## src/rtl/mustang_tlc.sv

```systemverilog
// Sequential tail-light controller: brake/turn inputs -> two 3-lamp banks with sweep animations.
// Latency: one clock, inputs sampled on the rising edge and outputs registered on that same edge.
// Backpressure: none, the design free-runs every clock and has no handshake.
module mustang_tlc (
    input  logic       clk,
    input  logic       rst,
    input  logic       brake,
    input  logic       turn_right,
    input  logic       turn_left,
    output logic [2:0] right_tail_light_control,
    output logic [2:0] left_tail_light_control
);

    typedef enum logic [2:0] {
        IDLE        = 3'd0,
        RIGHT       = 3'd1,
        LEFT        = 3'd2,
        BRAKE       = 3'd3,
        BRAKE_RIGHT = 3'd4,
        BRAKE_LEFT  = 3'd5
    } mode_t;

    mode_t      mode_q;
    mode_t      mode_d;
    mode_t      req_mode;
    logic [1:0] phase_q;
    logic [1:0] phase_d;
    logic [2:0] right_d;
    logic [2:0] left_d;

    // Turn sweep lights lamps from the inside out, then goes dark for one phase.
    function automatic logic [2:0] sweep_on(input logic [1:0] p);
        logic [2:0] v;
        case (p)
            2'd0:    v = 3'b001;
            2'd1:    v = 3'b011;
            2'd2:    v = 3'b111;
            default: v = 3'b000;
        endcase
        return v;
    endfunction

    // Brake-turn sweep is the inverse: full bank, then lamps drop out from the inside.
    function automatic logic [2:0] sweep_off(input logic [1:0] p);
        logic [2:0] v;
        case (p)
            2'd0:    v = 3'b111;
            2'd1:    v = 3'b110;
            2'd2:    v = 3'b100;
            default: v = 3'b000;
        endcase
        return v;
    endfunction

    // Priority decode of the requested mode; brake dominates, right turn beats left.
    always_comb begin
        req_mode = IDLE;
        if (brake && turn_right) begin
            req_mode = BRAKE_RIGHT;
        end else if (brake && turn_left) begin
            req_mode = BRAKE_LEFT;
        end else if (brake) begin
            req_mode = BRAKE;
        end else if (turn_right) begin
            req_mode = RIGHT;
        end else if (turn_left) begin
            req_mode = LEFT;
        end
    end

    // Next phase and next lamp pattern; a mode change restarts the sweep at phase 0.
    always_comb begin
        mode_d  = req_mode;
        phase_d = 2'd0;
        right_d = 3'b000;
        left_d  = 3'b000;
        if ((req_mode == mode_q) && (req_mode != IDLE)) begin
            phase_d = phase_q + 2'd1;
        end
        case (req_mode)
            RIGHT: begin
                right_d = sweep_on(phase_d);
            end
            LEFT: begin
                left_d = sweep_on(phase_d);
            end
            BRAKE: begin
                right_d = 3'b111;
                left_d  = 3'b111;
            end
            BRAKE_RIGHT: begin
                right_d = sweep_off(phase_d);
                left_d  = 3'b111;
            end
            BRAKE_LEFT: begin
                right_d = 3'b111;
                left_d  = sweep_off(phase_d);
            end
            default: begin
                right_d = 3'b000;
                left_d  = 3'b000;
            end
        endcase
    end

    // State and output registers; reset overrides every input, even mid-sweep.
    always_ff @(posedge clk) begin
        if (rst) begin
            mode_q                   <= IDLE;
            phase_q                  <= 2'd0;
            right_tail_light_control <= 3'b000;
            left_tail_light_control  <= 3'b000;
        end else begin
            mode_q                   <= mode_d;
            phase_q                  <= phase_d;
            right_tail_light_control <= right_d;
            left_tail_light_control  <= left_d;
        end
    end

endmodule

```

## config.mk

```make
export PLATFORM = sky130hd
export DESIGN_NAME = mustang_tlc
export DESIGN_NICKNAME = d
export VERILOG_FILES = /design/src/rtl/mustang_tlc.sv
export SDC_FILE = /design/constraint.sdc
export NUM_CORES = 1
export LEC_CHECK = 0
export CORE_MARGIN = 2
export CORE_UTILIZATION = 50
export DETAILED_ROUTE_END_ITERATION = 10
export GPL_TIMING_DRIVEN = 0
export PLACE_DENSITY = 0.74
export REMOVE_ABC_BUFFERS = 1
export SLEW_MARGIN = 5
export SYNTH_ARGS = -nofsm -noshare
export SYNTH_HDL_FRONTEND = slang
export SYNTH_SLANG_ARGS = --single-unit
```

## constraint.sdc

```tcl
create_clock -name clk -period 3.5 [get_ports clk]
set_input_delay 0.7 -clock clk [delete_from_list [all_inputs] [get_ports clk]]
set_output_delay 0.7 -clock clk [all_outputs]
set_load 0.005 [all_outputs]
```

Word-level counts from Yosys, hierarchy flattened
Index checks and enable logic that the tools add are counted.
W data, S select, Z words.

cells by class
  reduce and logical (&&, ||, !) cells = 7
  add/sub/neg operators = 1
  muxes and demuxes = 10
  eq/ne operators = 8

operator list
  operator               count
  $pmux W3 S3            4
  $mux W2                4
  $eq A3 B2 Y1 const B   2
  $eq A3 B3 Y1 const B   2
  $mux W3                2
  $reduce_or A2 Y1       2
  $eq A3 B1 Y1 const B   1
  $eq A3 B3 Y1           1
  $logic_and A1 B1 Y1    3
  $reduce_bool A3 Y1     1
  $add A2 B1 Y2 const B  1
  $eq A2 B1 Y1 const B   1
  $eq A2 B2 Y1 const B   1
  $logic_not A2 Y1       1

storage, ports and cells
  logic and storage cells = 30
  flip-flop bits (word level) = 11
  output and inout bits = 6
  input bits = 5

Depth between registers and ports, before layout
Gate-level depths: netlist of the first run.

  depth in word-level cells = 11
  depth in mapped cells = 10
  mapped depth without buffers = 9

Least setup slack after synthesis of the first run
Ideal clock, no wire load.

  path type = input -> register
  start = input brake
  end = register left_tail_light_control[1]
  setup slack = 0.703 ns
  data required time = 3.405 ns
  arrival time = 2.701 ns
  stages on the path = 8
  buffers on the path = 0
  library setup time = 0.095 ns
  path through = ha_1 or4b_4 o211ai_2 o211ai_4 or3b_1 ha_1 o22ai_1 a221oi_1

between the ends
  cells in the longest elaborated chain, start to end = 9
  elaborated cells between the ends (all ways) = 20
  classes of those cells = eq/ne (7); mux (7); reduce/logical (6)

ends and longest elaborated chain
  element                                             line    text
  from (decl)                                         7       input logic brake,
  $mux W2 or $logic_and A1 B1 Y1 (tied branches)      62, 60
  $mux W3                                             60      end else if (brake && turn_left) begin
  $mux W3 (*)                                         58      if (brake && turn_right) begin
  $eq A3 B3 Y1 or $reduce_bool A3 Y1 (tied branches)  77      if ((req_mode == mode_q) && (req_mode != IDLE)) begin
  $logic_and A1 B1 Y1                                 77
  $mux W2                                             77
  $eq A2 B2 Y1, or another cell as far along          34, 46
  $pmux W3 S3 (on tied branches)                      46, 34
  $pmux W3 S3 (*)                                     80      case (req_mode)
  to (signal assigned)                                117     left_tail_light_control <= left_d;
  to (decl)                                           11      output logic [2:0] left_tail_light_control

Every way passes the cells marked *; elsewhere a longest branch is shown, timed or not.
A chain may end at the register's enable or synchronous reset.

Final worst setup path of the first run
  start = input turn_right
  end = register left_tail_light_control[1]

between the ends
  cells in the longest elaborated chain, start to end = 10
  elaborated cells between the ends (all ways) = 20
  classes of those cells = eq/ne (7); mux (8); reduce/logical (5)

ends and longest elaborated chain
  element                                             line    text
  from (decl)                                         8       input logic turn_right,
  $mux W2                                             64      end else if (turn_right) begin
  $mux W2                                             62      end else if (brake) begin
  $mux W3                                             60
  $mux W3 (*)                                         58
  $eq A3 B3 Y1 or $reduce_bool A3 Y1 (tied branches)  77
  $logic_and A1 B1 Y1                                 77
  $mux W2                                             77
  $eq A2 B2 Y1, or another cell as far along          34, 46
  $pmux W3 S3 (on tied branches)                      46, 34
  $pmux W3 S3 (*)                                     80

Marked as above.

==> results.json, run 1 <==
{
  "rows": 13,
  "cts_made_buffers": 3,
  "ff_latch_area_sq_um": 220.2,
  "vias": 514,
  "worst_slew_pin_slew_ns": 0.4238,
  "status": "completed",
  "grt_pass1_wl_mm": 1.759,
  "final-setup-viol-count": 0,
  "ant_nets": 0,
  "crit_start": "turn_right",
  "arrival_ns": 3.41,
  "dr_wl_met2_um": 541,
  "slowest_delay_ns": 0.53,
  "slew_viol_final": 0,
  "layout_min_cycle_time_ns": 3.229,
  "synth_most_common_cell": "dfxtp_1",
  "nets": 91,
  "cts_hold_buf": 0,
  "cts_max_level": 1,
  "hpwl_um": 855.9,
  "synth-xor-area-share": 0.02642,
  "dr.pass1.iters": 4,
  "fin_util": 0.6302,
  "syn_inst": 63,
  "synth_top_area_frac": 0.3321,
  "first_global_vias": 462,
  "rsz0062_at_grt": "false",
  "grt_usage": 0.1642,
  "p_per_area_nw_per_um2": 381.8,
  "ys_async_sr_fraction": 0,
  "synth_cell_type_count": 25,
  "synthAdderAreaFrac": 0.1887,
  "crit_top_cell": "ha_1",
  "pre_cts_slack_ns": -0.2346,
  "leakage_uw": 0.0003179,
  "path_buf_inv": 1,
  "antenna_found_initial": 0,
  "cts.path.max_buffers": 2,
  "multi_input_area_sq_um": 416.7,
  "syn2layout_area_growth_pct": 20.57,
  "clock_latency_ns": 0.28,
  "yosysSeqAreaShare": 0.3321,
  "total_power_uw": 305.3,
  "path_cells": "clkdlybuf4s50_1 > ha_1 > or4b_4 > o211ai_2 > o211ai_4 > or3b_1 > ha_1 > o22ai_1 > a221oi_1",
  "core_area_sq_um": 1269,
  "timing.fmax_ghz": 0.3097,
  "netlist_area_sq_um": 663.1,
  "drive_gt1_frac": 0.1067,
  "synth_commonest_cells": "dfxtp_1, ha_1, a221oi_1",
  "muxShareOfSynthArea": 0,
  "synth-compound-area-share": 0.2245,
  "synth-simple-area-share": 0.1830,
  "ctsResizeCount": 0,
  "final.setup.tns_ns": 0,
  "wl_met1_um": 489,
  "r2r_start": "mode_q[0]",
  "synth_area_leader_cell": "dfxtp_1",
  "wl_mm": 1.099,
  "portBuffers": 10,
  "cts_tree": "yes",
  "start_util": 0.5227,
  "synth_top_family_by_area": "compound AO/OA/AOI/OAI gates",
  "crit_path_end_kind": "flop",
  "cts_setup_buffers": 0,
  "yosysWarnings": 0,
  "synthFlopType": "dfxtp_1",
  "wl_per_cell_um": 12.21,
  "skew_ns": 0.008815,
  "diodes": 0,
  "min_path_type": "reg -> reg",
  "worst_slack_ns": 0.2713,
  "path_delay_family": "simple AND/OR/NAND/NOR gates",
  "peakVddDrop_mv": 0.2128,
  "clockRootBuffer": "clkbuf_4",
  "grt_max_degree": 13,
  "drv_cap": 0,
  "cp-start-kind": "input pin",
  "fin_crit_sh": 0.9225,
  "gp_congestion": 0.7363,
  "clk_pin_slew_ns": 0.06,
  "met3_length_um": 49,
  "die_x_um": 40.42,
  "routed.top_layer": "met4",
  "critical_path.slowest_cell": "clkdlybuf4s50_1",
  "slew_headroom": 0.7170,
  "synth-seq-cells": 11,
  "hold_violations": 0,
  "clock_sinks": 11,
  "yosys-top-cells-area": "dfxtp_1, ha_1, a221oi_1",
  "fillers": 113,
  "ios": 11,
  "overflow": 0,
  "vias_per_cell": 5.711,
  "die_height_um": 40.42,
  "cp_data_required_time_ns": 3.68,
  "synth_edf_count": 0,
  "critical_path_class": "in -> reg",
  "drcViolationCount": 0,
  "die_area_sq_um": 1634,
  "cp_max_fo": 7,
  "min_from": "phase_q[0]",
  "drtIter0Drc": 6,
  "syn_area_per_cell_sq_um": 10.53
}
-- registers in the layout, indices dropped and copies added, names as in the netlist --
name and cells:
left_tail_light_control 3, mode_q 3, phase_q 2, right_tail_light_control 3
-- kinds of logic (layout without fill, tap and decap cells) --
group | Yosys count | after routing
compound gates | 18 | 18
simple gates | 16 | 16
flops | 11 | 11
fa+ha+maj | 10 | 10
buf+inv | 6 | 18
xor+xnor | 2 | 2
-- stage by stage --
step           hold WS [ns]  area, sq um  std cells
2_1_floorplan        0.4695        648.1         61
3_3_place_gp         0.4997        767.0         86
3_5_place_dp         0.5023        767.0         86
4_1_cts              0.5160        793.3         90
5_1_grt              0.5448        799.5         90
6_report             0.5147        799.5         90
-- final timing paths --
kind | cells past startpoint | to | slack (ns)
worst max-delay path | 9 | left_tail_light_control[1] | 0.27
worst max register to register | 6 | left_tail_light_control[1] | 1.56
worst min register to register | 1 | phase_q[0] | 0.51
worst min-delay path | 1 | phase_q[0] | 0.51
-- power by group --
group	total, uW	internal, uW	switching [uW]	leakage, uW
Sequential	139	134	4.08	0.0000911
Clock	88.0	44.2	43.8	0.0000150
Combinational	78.7	40.8	37.9	0.000212
-- cell type report --
class | count | share of cell area
tap | 15 | 0.02347
clock buffer | 4 | 0.03286
multi-input combinational | 46 | 0.5211
timing repair buffer | 10 | 0.1283
sequential | 11 | 0.2754
inverter | 4 | 0.01878
-- layout by cell type (no fill, tap or decap), drive strengths merged, types with 2 or more instances in the layout --
cell           count
a211oi             2
a21oi              3
a221oi             5
clkbuf             4
clkdlybuf4s50      9
dfxtp             11
ha                10
inv                4
nor2               2
nor2b              3
nor3               2
nor3b              2
nor4b              2
o211ai             2
o22ai              3
or3b               3
-- layer usage --
layer,track usage,vias up
met5,0,-
met4,0.06667,0
met3,0.05556,3
met2,0.2857,12
met1,0.1794,238
li1,-,261
(Power assumes the default switching activity.)
==> run 2, diff against run 1 <==
- CORE_UTILIZATION: 50 -> 45
- PLACE_DENSITY: 0.74 -> 0.67
- SLEW_MARGIN: 5 -> 30
==> run 2 against run 1 <==
Die area rose by 10%. Worst hold slack got worse by 0.0083 ns. Non-clock buffer count did not move. Critical endpoint unchanged. Largest cell class unchanged.
==> results.json, run 2 (synthesized netlist as in run 1, its figures left out) <==
{
  "postLayoutCellArea_sq_um": 802.0,
  "vias_per_cell": 5.589,
  "rsz0062_at_grt": "false",
  "postPlaceCellArea_sq_um": 767.0,
  "ios": 11,
  "crit_path_end_kind": "flop",
  "drive_gt1_frac": 0.1200,
  "final-setup-viol-count": 0,
  "ant_nets": 0,
  "reg2reg_depth": 6,
  "layout_common_cells": "dfxtp_1, ha_1, clkdlybuf4s50_1, a221oi_1, inv_1",
  "finalHoldWorstSlack_ns": 0.5064,
  "fillers": 114,
  "die_x_um": 42.39,
  "clk_pin_slew_ns": 0.07,
  "cts_max_level": 1,
  "antenna_found_initial": 0,
  "critical_path_class": "in -> reg",
  "finalNonFillerCells": 90,
  "status": "completed",
  "cts.path.max_buffers": 2,
  "peakVddDrop_mv": 0.2552,
  "cts_hold_buf": 0,
  "wl_mm": 1.082,
  "cts_setup_buffers": 0,
  "hpwl_um": 834.6,
  "total_power_uw": 302.9,
  "r2r_setup_slack_ns": 1.57,
  "die_area_sq_um": 1796,
  "arrival_ns": 3.39,
  "grt_max_degree": 13,
  "grt_pass1_wl_mm": 1.938,
  "r2r_start": "mode_q[0]",
  "layout_min_cycle_time_ns": 3.217,
  "die_height_um": 42.39,
  "overflow": 0,
  "grt_usage": 0.1425,
  "drv_cap": 0,
  "drtIter0Drc": 4,
  "min_path_type": "reg -> reg",
  "layout_commonest_cell": "dfxtp_1",
  "cp-start-kind": "input pin",
  "leakage_uw": 0.0003163,
  "slew_headroom": 0.7101,
  "wl_per_cell_um": 12.02,
  "first_global_vias": 485,
  "crit_start": "turn_right",
  "r2r-end": "left_tail_light_control[1]",
  "worst_slew_pin_slew_ns": 0.4341,
  "dr.pass1.iters": 3,
  "dp.cells": 86,
  "cp_max_fo": 7,
  "start_util": 0.4972,
  "fin_crit_sh": 0.9192,
  "clock_sinks": 11,
  "core_area_sq_um": 1334,
  "crit_path_end": "left_tail_light_control[1]",
  "clockRootBuffer": "clkbuf_4",
  "top_regs": "left_tail_light_control (3), mode_q (3), right_tail_light_control (3)",
  "p_per_area_nw_per_um2": 377.7,
  "gp_congestion": 0.7477,
  "slew_viol_final": 0,
  "critical_path.slowest_cell": "clkdlybuf4s50_1",
  "rows": 13,
  "portBuffers": 10,
  "path_cells": "clkdlybuf4s50_1 > ha_2 > or4b_4 > o211ai_2 > o211ai_4 > or3b_1 > ha_1 > o22ai_1 > a221oi_1",
  "diodes": 0,
  "drcViolationCount": 0,
  "multi_input_area_sq_um": 419.2,
  "nets": 91,
  "ff_latch_area_sq_um": 220.2,
  "slowest_delay_ns": 0.53,
  "clock_latency_ns": 0.27,
  "vias": 503,
  "skew_ns": 0.001490,
  "cp_data_required_time_ns": 3.68,
  "syn2layout_area_growth_pct": 20.94,
  "hold_violations": 0,
  "timing.fmax_ghz": 0.3108,
  "cts_tree": "yes",
  "cts_made_buffers": 3
}
[run 2: cell types whose count changed in the layout (fill, tap and decap cells not counted)]
| cell | change |
|---|---|
| ha_1 | -1 |
| ha_2 | +1 |
[run 2: cell type report]
type                            count  area share
Multi-Input combinational cell     46      0.5226
Tap cell                           15     0.02340
Inverter                            4     0.01872
Sequential cell                    11      0.2746
Timing Repair Buffer               10      0.1279
Clock buffer                        4     0.03276
[run 2: worst min-delay path by stage]
stage	startpoint	endpoint	slack [ns]	cells after the start
floorplan	phase_q[0]	phase_q[0]	0.47	1
global placement	phase_q[0]	phase_q[0]	0.50	1
detailed placement	phase_q[0]	phase_q[0]	0.50	1
CTS	phase_q[0]	phase_q[0]	0.51	1
global route	phase_q[0]	phase_q[0]	0.54	1
finish	phase_q[0]	phase_q[0]	0.51	1
[run 2: report_power, final]
group	total, uW	internal (uW)	switching, uW
logic	78.4	41.0	37.4
registers	139	135	4.03
clock network	85.9	44.2	41.7
[run 2: layer usage]
| layer | up-vias | GRT usage | part of all wire |
|---|---|---|---|
| li1 | 260 | - | - |
| met1 | 233 | 0.1723 | 0.50 |
| met2 | 8 | 0.2185 | 0.43 |
| met3 | 2 | 0.07759 | 0.048 |
| met4 | 0 | 0.03750 | 0.013 |
| met5 | - | 0 | 0 |
[run 2: per-stage QoR]
stage            util  setup slack (ns)  TNS [ns]
2_1_floorplan       -            0.7032         0
3_3_place_gp   0.5750           -0.2633   -0.8608
3_5_place_dp   0.5750           -0.2259   -0.7047
4_1_cts        0.5947           0.04135         0
5_1_grt        0.6013           0.08491         0
6_report       0.6013            0.2830         0
[run 2: what timing repair did]
item / 4_1_cts / 5_1_grt
gates resized for setup: 0 / 3
endpoints found under the hold margin: 0 / 0
setup endpoints to repair: 0 / 4
[run 2: critical path, delay by kind of cell]
| family | cells | cell delay [ns] |
|---|---|---|
| compound gates | 4 | 0.62 |
| buf+inv | 1 | 0.53 |
| simple gates | 2 | 0.93 |
| fa+ha+maj | 2 | 0.61 |
==> run 3, diff against run 2 <==
- CORE_MARGIN: 2 -> unset
==> run 3 against run 2 <==
Final cell count stayed put. Clock skew hardly changed. Wire length is 0.83% lower. Worst setup slack worse by 0.041 ns. Utilization is 0.19 points lower. Critical endpoint unchanged. Largest cell class unchanged.
==> results.json, run 3 (synthesized netlist as in run 1, its figures left out) <==
{
  "slew_headroom": 0.7217,
  "core_area_sq_um": 1334,
  "drive_gt1_frac": 0.1067,
  "diodes": 0,
  "slew_viol_final": 0,
  "first_global_vias": 450,
  "cp-start-kind": "input pin",
  "timing.fmax_ghz": 0.3069,
  "drv_cap": 0,
  "skew_ns": 0.0009950,
  "layout_min_cycle_time_ns": 3.258,
  "worst_slew_pin_slew_ns": 0.4167,
  "grt_pass1_wl_mm": 1.876,
  "r2r_setup_slack_ns": 1.57,
  "wl_mm": 1.073,
  "status": "completed",
  "fin_util": 0.5994,
  "drtIter0Drc": 8,
  "vias_per_cell": 5.589,
  "ios": 11,
  "clock_sinks": 11,
  "critical_path_class": "in -> reg",
  "clock_latency_ns": 0.27,
  "fin_crit_sh": 0.9308,
  "syn2layout_area_growth_pct": 20.57,
  "fillers": 112,
  "clockRootBuffer": "clkbuf_4",
  "cts_tree": "yes",
  "cts_made_buffers": 3,
  "crit_path_end_kind": "flop",
  "cp_max_fo": 7,
  "top_regs": "left_tail_light_control (3), mode_q (3), right_tail_light_control (3)",
  "die_x_um": 40.39,
  "drcViolationCount": 0,
  "vias": 503,
  "antenna_found_initial": 0,
  "portBuffers": 10,
  "start_util": 0.4972,
  "layout_common_cells": "dfxtp_1, ha_1, clkdlybuf4s50_1, a221oi_1, inv_1",
  "grt_max_degree": 13,
  "p_per_area_nw_per_um2": 378.1,
  "rows": 13,
  "dr.pass1.iters": 4,
  "cts.path.max_buffers": 2,
  "die_height_um": 40.39,
  "finalNonFillerCells": 90,
  "layout_commonest_cell": "dfxtp_1",
  "overflow": 0,
  "gp_congestion": 0.7737,
  "cts_setup_buffers": 0,
  "hpwl_um": 841.8,
  "final-setup-viol-count": 0,
  "die_area_sq_um": 1631,
  "arrival_ns": 3.43,
  "cts_max_level": 1,
  "clk_pin_slew_ns": 0.06,
  "leakage_uw": 0.0003179,
  "peakVddDrop_mv": 0.2440,
  "dp.cells": 86,
  "wl_per_cell_um": 11.92,
  "nets": 91,
  "ant_nets": 0,
  "hold_violations": 0,
  "cp_data_required_time_ns": 3.68,
  "min_path_type": "reg -> reg",
  "grt_usage": 0.1829,
  "rsz0062_at_grt": "false"
}
## run 3: worst max-delay path, cell delays in order
cell	delay, ns
clkdlybuf4s50_1	0.52
ha_1	0.31
or4b_4	0.50
o211ai_2	0.11
o211ai_4	0.13
or3b_1	0.44
ha_1	0.33
o22ai_1	0.08
a221oi_1	0.30
## run 3: routing by layer
| metal | part of all wire | wire length, um | global-route usage |
|---|---|---|---|
| met4 | 0.013 | 14 | 0.07500 |
| met5 | 0 | 0 | 0 |
| met2 | 0.45 | 479 | 0.2619 |
| met3 | 0.058 | 62 | 0.1000 |
| met1 | 0.48 | 517 | 0.2241 |
## run 3: power breakdown
group	switching [uW]	total (uW)	internal (uW)
sequential	3.99	139	135
combinational	37.4	78.4	40.9
clock	41.2	85.4	44.2
## run 3: repair_timing
action | in CTS | in global routing
endpoints found under the setup margin | 0 | 4
gates resized for setup | 0 | 2
hold buffers | 0 | 0
endpoints found under the hold margin | 0 | 0
## run 3: layout make-up
type,count,area [sq um],area share
inverters,4,15.01,0.01878
flip-flops and latches,11,220.2,0.2754
repair buffers,10,102.6,0.1283
clock buffers,4,26.28,0.03286
well taps,15,18.77,0.02347
multi-input cells,46,416.7,0.5211
## run 3: worst paths after layout
check / end / cells after the start / from
worst min register to register: phase_q[0] / 1 / phase_q[0]
worst max register to register: left_tail_light_control[1] / 6 / mode_q[0]
worst max-delay path: left_tail_light_control[1] / 9 / turn_right
worst min-delay path: phase_q[0] / 1 / phase_q[0]
## run 3: stage by stage
step	hold slack [ns]	cell area, sq um	setup slack, ns	TNS [ns]	power [uW]
floorplan	0.4695	648.1	0.7032	0	190.6
global placement	0.4970	767.0	-0.2632	-0.8608	219.3
detailed placement	0.5019	767.0	-0.2293	-0.7093	219.6
CTS	0.5132	793.3	0.04754	0	307.4
global route	0.5371	799.5	0.1075	0	323.0
finish	0.5068	799.5	0.2421	0	302.3
